==> src/rtl/dm_arb_pkg.sv <==
// Shared types for the data-memory access arbiter: FSM encoding, port ids and the byte-lane mask helper.
package dm_arb_pkg;

    typedef enum logic [1:0] {
        ST_IDLE  = 2'd0,
        ST_FETCH = 2'd1,
        ST_WRITE = 2'd2,
        ST_DONE  = 2'd3
    } state_t;

    localparam logic PORT_CPU = 1'b0;
    localparam logic PORT_BRG = 1'b1;

    function automatic logic [31:0] be_mask(input logic [3:0] be);
        logic [31:0] mask;
        mask = '0;
        for (int i = 0; i < 4; i++) begin
            mask[i*8 +: 8] = {8{be[i]}};
        end
        return mask;
    endfunction

endpackage

==> src/rtl/dm_arb_pick.sv <==
// Grant selection between the CPU and bridge requesters.
// DM_ARB_ROUND_ROBIN_EN selects round-robin on contention; otherwise the CPU port has fixed priority.
module dm_arb_pick
    import dm_arb_pkg::*;
(
    input  logic req0,
    input  logic req1,
    input  logic rr_last,
    output logic id,
    output logic valid
);

    assign valid = req0 | req1;

`ifdef DM_ARB_ROUND_ROBIN_EN
    // On contention the port that did not win last time gets the grant.
    always_comb begin
        id = PORT_CPU;
        if (req0 && req1) begin
            id = ~rr_last;
        end else if (req1) begin
            id = PORT_BRG;
        end
    end
`else
    logic unused_rr_last;
    assign unused_rr_last = rr_last;

    always_comb begin
        id = PORT_CPU;
        if (!req0 && req1) begin
            id = PORT_BRG;
        end
    end
`endif

endmodule

==> src/rtl/dm_access_arbiter.sv <==
// Serialises CPU and bridge accesses to a single-port word memory; partial stores become read-modify-write.
// Build option: DM_ARB_ROUND_ROBIN_EN enables round-robin arbitration (default: port 0 fixed priority).
module dm_access_arbiter
    import dm_arb_pkg::*;
#(
    parameter int AW = 32,
    parameter int DW = 32
) (
    input  logic            clk,
    input  logic            reset,
    input  logic            req0,
    input  logic            req1,
    input  logic            we0,
    input  logic            we1,
    input  logic [AW-1:0]   addr0,
    input  logic [AW-1:0]   addr1,
    input  logic [DW-1:0]   wdata0,
    input  logic [DW-1:0]   wdata1,
    input  logic [DW/8-1:0] be0,
    input  logic [DW/8-1:0] be1,
    input  logic [31:0]     pc0,
    input  logic [31:0]     pc1,
    output logic            ack0,
    output logic            ack1,
    output logic [DW-1:0]   rdata0,
    output logic [DW-1:0]   rdata1,
    output logic [AW-1:0]   m_addr,
    output logic [DW-1:0]   m_wd,
    output logic            m_we,
    output logic [31:0]     m_pc,
    input  logic [DW-1:0]   m_rd,
    output logic            busy
);

    localparam int BW = DW / 8;

    state_t          state_reg;
    logic            id_reg;
    logic            we_reg;
    logic [DW-1:0]   wdata_reg;
    logic [BW-1:0]   be_reg;
    logic [AW-1:0]   m_addr_reg;
    logic [31:0]     m_pc_reg;
    logic            m_we_reg;
    logic [DW-1:0]   buf_reg;
    logic            ack0_reg;
    logic            ack1_reg;
    logic [DW-1:0]   rdata0_reg;
    logic [DW-1:0]   rdata1_reg;
    logic            rr_last;

    logic            pick_id;
    logic            pick_valid;
    logic [DW-1:0]   lane_mask;
    logic [DW-1:0]   merged_next;

`ifdef DM_ARB_ROUND_ROBIN_EN
    logic rr_last_reg;
    assign rr_last = rr_last_reg;

    always_ff @(posedge clk or negedge reset) begin
        if (!reset) begin
            rr_last_reg <= 1'b1;
        end else if (state_reg == ST_IDLE && pick_valid) begin
            rr_last_reg <= pick_id;
        end
    end
`else
    assign rr_last = 1'b1;
`endif

    dm_arb_pick u_pick (
        .req0    (req0),
        .req1    (req1),
        .rr_last (rr_last),
        .id      (pick_id),
        .valid   (pick_valid)
    );

    generate
        for (genvar gi = 0; gi < BW; gi++) begin : g_lane
            assign lane_mask[gi*8 +: 8] = {8{be_reg[gi]}};
        end
    endgenerate

    // Loads pass the memory word through; stores overlay the enabled lanes.
    assign merged_next = we_reg ? ((m_rd & ~lane_mask) | (wdata_reg & lane_mask)) : m_rd;

    always_ff @(posedge clk or negedge reset) begin
        if (!reset) begin
            state_reg  <= ST_IDLE;
            id_reg     <= PORT_CPU;
            we_reg     <= 1'b0;
            wdata_reg  <= '0;
            be_reg     <= '0;
            m_addr_reg <= '0;
            m_pc_reg   <= '0;
            m_we_reg   <= 1'b0;
            buf_reg    <= '0;
            ack0_reg   <= 1'b0;
            ack1_reg   <= 1'b0;
            rdata0_reg <= '0;
            rdata1_reg <= '0;
        end else begin
            case (state_reg)
                ST_IDLE: begin
                    if (pick_valid) begin
                        id_reg     <= pick_id;
                        we_reg     <= pick_id ? we1    : we0;
                        wdata_reg  <= pick_id ? wdata1 : wdata0;
                        be_reg     <= pick_id ? be1    : be0;
                        m_addr_reg <= pick_id ? addr1  : addr0;
                        m_pc_reg   <= pick_id ? pc1    : pc0;
                        state_reg  <= ST_FETCH;
                    end
                end
                ST_FETCH: begin
                    buf_reg <= merged_next;
                    if (we_reg && be_reg != '0) begin
                        m_we_reg  <= 1'b1;
                        state_reg <= ST_WRITE;
                    end else begin
                        // ack/rdata are registered, so they are loaded on entry to DONE.
                        if (id_reg == PORT_BRG) begin
                            ack1_reg   <= 1'b1;
                            rdata1_reg <= merged_next;
                        end else begin
                            ack0_reg   <= 1'b1;
                            rdata0_reg <= merged_next;
                        end
                        state_reg <= ST_DONE;
                    end
                end
                ST_WRITE: begin
                    m_we_reg <= 1'b0;
                    if (id_reg == PORT_BRG) begin
                        ack1_reg   <= 1'b1;
                        rdata1_reg <= buf_reg;
                    end else begin
                        ack0_reg   <= 1'b1;
                        rdata0_reg <= buf_reg;
                    end
                    state_reg <= ST_DONE;
                end
                default: begin
                    ack0_reg  <= 1'b0;
                    ack1_reg  <= 1'b0;
                    state_reg <= ST_IDLE;
                end
            endcase
        end
    end

    assign ack0   = ack0_reg;
    assign ack1   = ack1_reg;
    assign rdata0 = rdata0_reg;
    assign rdata1 = rdata1_reg;
    assign m_addr = m_addr_reg;
    assign m_wd   = buf_reg;
    assign m_we   = m_we_reg;
    assign m_pc   = m_pc_reg;
    assign busy   = (state_reg != ST_IDLE);

endmodule

==> config.mk <==
export PLATFORM = sky130hd
export DESIGN_NAME = dm_access_arbiter
export DESIGN_NICKNAME = d
export VERILOG_FILES = /design/src/rtl/dm_arb_pkg.sv /design/src/rtl/dm_arb_pick.sv /design/src/rtl/dm_access_arbiter.sv
export SDC_FILE = /design/constraint.sdc
export NUM_CORES = 1
export LEC_CHECK = 0
export BUFFER_PORTS_ARGS = -buffer_cell sky130_fd_sc_hd__clkbuf_2
export CORE_AREA = 5 5 152 154
export DETAILED_ROUTE_END_ITERATION = 10
export DIE_AREA = 0 0 157 159
export PLACE_DENSITY = 0.78
export SYNTH_ARGS = -nofsm -noshare
export SYNTH_HDL_FRONTEND = slang
export SYNTH_SLANG_ARGS = --single-unit
==> constraint.sdc <==
create_clock -name clk -period 3.7 [get_ports clk]
set_input_delay 0.37 -clock clk [delete_from_list [all_inputs] [get_ports clk]]
set_output_delay 0.37 -clock clk [all_outputs]
set_load 0.01 [all_outputs]
-- Word-level counts from Yosys, hierarchy flattened
Cells that the tools add are included.
- flip-flop bits (word level): 203
- latch bits: 0
- bits in writable memories: 0
- ROM bits: 0
- input bits: 238
- word-level logic and storage cells: 66
- memories: 0
- add/sub/neg operators: 0
- multiply operators: 0
- divide/modulo/power cells: 0
- $lt $le $gt $ge: 0
- eq/ne operators: 9
- shift-type cells: 0
- muxes and demuxes: 26
- bitwise gates (word level): 6
- reductions and logical operators: 12
- operator list (operator ; count):
    32-bit two-way mux ; 10
    32-bit one-hot mux with 2 select lines ; 2
    32-bit bitwise AND ; 2
    32-bit inverter ; 1
    32-bit OR ; 1
    2-bit != test, second input constant ; 7
    1-bit two-way mux ; 8
    4-bit AND reduction ; 2
    1-bit one-hot mux with 3 select lines ; 2
    2-bit one-hot mux with 3 select lines ; 1
    2-bit AND reduction ; 3
    4-bit two-way mux ; 1
    2-bit nonzero test ; 2
    4-bit nonzero test ; 1
    2-bit by 1-bit equality test with 1-bit output, second input constant ; 1
    2-bit equality test, second input constant ; 1
    1-bit logical AND ; 2
    2-bit logical NOT ; 1
    2-bit two-way mux ; 1
    1-bit one-hot mux with 2 select lines ; 1
    1-bit logical NOT ; 1
    1-bit inverter ; 1
    1-bit OR ; 1

-- Longest topological paths before layout
- depth in word-level cells: 7
- mapped depth: 8
- depth with buffers taken out: 5

-- By module
Synthesis repeated with hierarchy kept, for this count alone.
- cells, all modules: 921
- area, all modules: 9895.7 µm²
- modules (own cells, without submodules) (module ; times used ; cells an instance ; area an instance (µm²) ; seq. area each (µm²)):
    dm_access_arbiter ; 1 ; 919 ; 9883.2 ; 5079.9
    dm_arb_pick ; 1 ; 2 ; 12.5 ; 0.0

-- Worst setup path after synthesis
Ideal clock, no wire load.
- path kind: register -> register
- from: register state_reg[0]
- to: register rdata0_reg[10], in the netlist rdata0[10]
- library setup time: 139 ps
- data arrival time: 1527 ps
- slack: 2034 ps
- stages on the path, launching flop included: 8
- period minus slack after synthesis: 1666 ps
- cell sequence: dfrtp_1 inv_1 ha_1 buf_2 buf_2 clkbuf_1 a221oi_1 mux2i_1
- longest elaborated chain between the ends: 3
- elaborated cells on any way between the ends: 8
- classes of those cells: eq/ne (5); mux (1); reduce/logical (2)
- RTL lines (item ; line ; source):
    start, declared ; dm_access_arbiter.sv:37 ; state_t state_reg;
    start signal, assigned ; dm_access_arbiter.sv:91 ; state_reg <= ST_IDLE;
    start signal, assigned ; dm_access_arbiter.sv:114 ; state_reg <= ST_FETCH;
    start signal, assigned ; dm_access_arbiter.sv:121 ; state_reg <= ST_WRITE;
    2-bit by 1-bit equality test with 1-bit output / 2-bit equality test (equally long branches) ; dm_access_arbiter.sv:105 ; case (state_reg)
    2-bit != test (no source line) / 2-bit nonzero test (equally long branches) ; - ;
    4-bit AND reduction (no source line) ; - ;
    end signal, assigned ; dm_access_arbiter.sv:129 ; rdata0_reg <= merged_next;
    end signal, assigned ; dm_access_arbiter.sv:141 ; rdata0_reg <= buf_reg;
    end, declared ; dm_access_arbiter.sv:48 ; logic [DW-1:0] rdata0_reg;
Parallel ways exist; a longest one is shown, timed or not.
A chain may end at the register's enable or synchronous reset.

-- Worst setup path in the final report
- from: register we_reg
- to: register rdata0_reg[25], in the netlist rdata0[25]
- longest elaborated chain between the ends: 4
- elaborated cells on any way between the ends: 7
- classes of those cells: eq/ne (1); mux (4); reduce/logical (2)
- RTL lines (item ; line ; source):
    start, declared ; dm_access_arbiter.sv:39 ; logic we_reg;
    start signal, assigned ; dm_access_arbiter.sv:109 ; we_reg <= pick_id ? we1 : we0;
    32-bit two-way mux ; dm_access_arbiter.sv:87 ; assign merged_next = we_reg ? ((m_rd & ~lane_mask) | (wdata_reg & lane_mask)) : m_rd;
    32-bit two-way mux ; dm_access_arbiter.sv:124 ; if (id_reg == PORT_BRG) begin
    32-bit two-way mux ; dm_access_arbiter.sv:119 ; if (we_reg && be_reg != '0) begin
    32-bit one-hot mux with 2 select lines ; dm_access_arbiter.sv:105 ;
Parallel ways exist; a longest one is shown, timed or not. The select of a mux whose other input is x is not followed.

==> key figures <==
Global route
  – Initial antenna violation count: 0
  – GRT Overall Usage: 22.9%
  – Total grt overflow: 0
  – First-pass GRT wire length: 46300 um
  – Via count of the first global-routing pass: 8579
  – Largest net degree at the start of global routing: 123

CTS
  – Clock transition at path regs: 60 ps
  – Clk buf depth: 3
  – Cts repair resizes: 0
  – Clock Latency Late Sink: 490 ps
  – CTS Buf Count: 22
  – H-tree levels: 1
  – CTS sink cnt: 203
  – CTS tree: done
  – Root Buffer: clkbuf_16

Worst setup path
  – Setup crit end kind: register
  – CP Data Required Time: 4050 ps
  – Critical Path AT: 2880 ps
  – Critical path peak fanout: 25
  – Startpoint types: register
  – Critical path class: register to register

Synth
  – Post-synthesis cell count: 936
  – Synth Register Bits: 203
  – Mapped Nets: 1178
  – Yosys cell types: 27
  – Mapped Area: 0.00993 sq mm
  – Seq/Total Area, Yosys: 51.2%
  – Mapped Avg Cell Area: 10.6 sq um
  – Synth warn: 0

Die
  – IO Pins: 402
  – Initial core utilization: 46.1%
  – Core area: 0.0216 sq mm
  – Die Span Y: 159 um
  – Row cnt: 54
  – Chip Width: 157 um
  – DIE AREA: 0.0250 sq mm

Timing
  – Max Clock Skew: 7.57 ps
  – Max_slew headroom: 45.6%
  – Tmin final: 2530 ps
  – Max Transition Viols Final: 0
  – Final setup fails: 0
  – TNS Setup: 0 ps
  – RSZ-0062 raised after global routing: false
  – Final setup margin: 1170 ps
  – Worst slew pin tran: 816 ps
  – Final-report hold violation count: 0
  – Final period util: 68.4%
  – F_max: 0.395 GHz

Final layout
  – Fin nets: 1543
  – Share of cells above drive strength 1: 34.6%
  – Fillers: 1838
  – Area Overhead vs Synth: 28.9%
  – Post-route cell area: 0.0128 sq mm
  – Antenna Cells: 0

Routing
  – Iteration count of the initial detailed-routing pass: 5
  – Antenna Nets Post-Route: 0
  – Drt initial violations: 388
  – # DRC: 0
  – Final wirelength: 29300 um
  – Wirelength per Cell: 18.4 um
  – Via count: 8186
  – Drt via density: 5.13

Place
  – Routability-driven placement congestion ratio: 0.832
  – Placed Area: 0.0121 sq mm
  – Port bufs: 401
  – Hpwl dp: 22000 um
  – DP Worst Slack: 1240 ps

Power and ir drop
  – Power per Cell Area: 920 mW/mm^2
  – Leakage: 6.78 nW
  – Max rail drop VDD: 515 uV

Run status
  – Status: complete, no violations

Run
  – Max_cap viols: 0

Hold path
  – Worst hold path type: input port to register
[where the power goes]
group          total [mW]  switching, mW  internal, mW
registers            4.28          0.896          3.39
logic                5.27           3.07          2.21
clock network        2.23          0.886          1.34
[placed cells by master, fill, tap and decap left out]
| cell type | n |
|---|---|
| clkinv_4 | 1 |
| clkbuf_1 | 5 |
| clkbuf_2 | 400 |
| a21oi_1 | 35 |
| ha_1 | 2 |
| nor2b_4 | 1 |
| dlygate4sd3_1 | 1 |
| clkbuf_16 | 23 |
| mux2_2 | 2 |
| o41ai_4 | 1 |
| nor2_1 | 35 |
| clkinv_2 | 2 |
| inv_8 | 1 |
| and4b_1 | 32 |
| nand2_1 | 107 |
| bufinv_16 | 2 |
| clkbuf_8 | 4 |
| o21a_1 | 1 |
| o41a_1 | 1 |
| buf_12 | 3 |
| buf_4 | 9 |
| o32a_1 | 2 |
| ha_2 | 1 |
| clkinvlp_4 | 1 |
| o211a_1 | 1 |
| o221a_2 | 1 |
| o21ai_0 | 103 |
| nand2b_1 | 1 |
| inv_1 | 68 |
| o21ai_4 | 1 |
| a211oi_1 | 1 |
| o31ai_1 | 1 |
| mux2i_1 | 197 |
| o211a_2 | 1 |
| ha_4 | 1 |
| dfrtp_1 | 203 |
| nor2b_1 | 32 |
| a221oi_1 | 32 |
[per-stage QoR]
stage | instances | util [%] | hold slack (ps) | total power [mW]
global placement | 1556 | 56.0 | 422 | 9.40
finish | 1595 | 59.4 | 155 | 11.8
detailed placement | 1556 | 56.0 | 427 | 9.62
global route | 1595 | 59.4 | 148 | 12.7
CTS | 1595 | 59.4 | 138 | 11.9
floorplan | 936 | - | 74.4 | 7.77
[kinds of logic (layout without fill, tap and decap cells)]
kind of cell               count (synthesis)  count (layout)  synth area share, %
AOI/OAI and AO/OA                        181             181                 11.0
adders and majority gates                  4               4                0.504
buffers and inverters                    141             520                 6.56
DFF                                      203             203                 51.2
muxes                                    199             199                 20.1
and+or+nand+nor                          208             208                 10.7
[cells in the mapped netlist]
cell / instances / area [sq um]
dfrtp_1: 203 / 5080
nand2b_1: 1 / 6.26
nor2b_1: 33 / 206
and4b_1: 32 / 320
clkbuf_1: 32 / 120
buf_4: 1 / 7.51
inv_1: 68 / 255
o21ai_0: 104 / 521
o41a_1: 1 / 11.3
buf_2: 32 / 160
ha_1: 4 / 50.1
a21oi_1: 35 / 175
mux2i_1: 197 / 1970
a221oi_1: 32 / 280
nand2_1: 107 / 402
o32a_1: 2 / 20.0
o41ai_4: 1 / 27.5
buf_6: 4 / 45.0
o31ai_1: 1 / 7.51
o21a_1: 1 / 7.51
o211a_1: 2 / 20.0
o221a_2: 1 / 11.3
buf_12: 3 / 60.1
nor2_1: 35 / 131
buf_1: 1 / 3.75
a211oi_1: 1 / 7.51
mux2_2: 2 / 22.5
[layer usage]
metal / up-vias / track usage (%) / routed length [um]
li1: 3970 / - / -
met1: 3873 / 29.0 / 11700
met2: 291 / 40.0 / 14900
met3: 52 / 4.70 / 2020
met4: 0 / 6.11 / 726
met5: - / 0 / 0
[final timing paths]
path,slack (ps),end,cells past startpoint,from
setup reg to reg,1170,rdata0[25],4,we_reg
min in group asynchronous,440,m_addr[6],2,reset
setup / recovery,1170,rdata0[25],4,we_reg
hold reg to reg,480,m_pc[10],2,m_pc[10]
max in group asynchronous,2300,rdata1[28],3,reset
hold / removal,150,wdata_reg[20],3,wdata0[20]
[what timing repair did]
action | in CTS | in global routing
hold endpoints to repair | 72 | 0
hold buffers | 1 | 0
setup buffers | 0 | 0
[area by class of cell]
type / count / area, sq um / share of cell area [%]
clock inverters: 7 / 97.6 / 0.762
multi-input cells: 592 / 4230 / 33.1
clock buffers: 31 / 636 / 4.96
inverters: 68 / 255 / 1.99
well taps: 280 / 350 / 2.74
repair buffers: 414 / 2150 / 16.8
flip-flops and latches: 203 / 5080 / 39.7
[worst max-delay path, cell delays in order, from the launching register on]
cell      delay [ps]
dfrtp_1          870
buf_4            360
nand2_1          450
a221oi_1         550
mux2i_1          150
(Power assumes the default switching activity.)
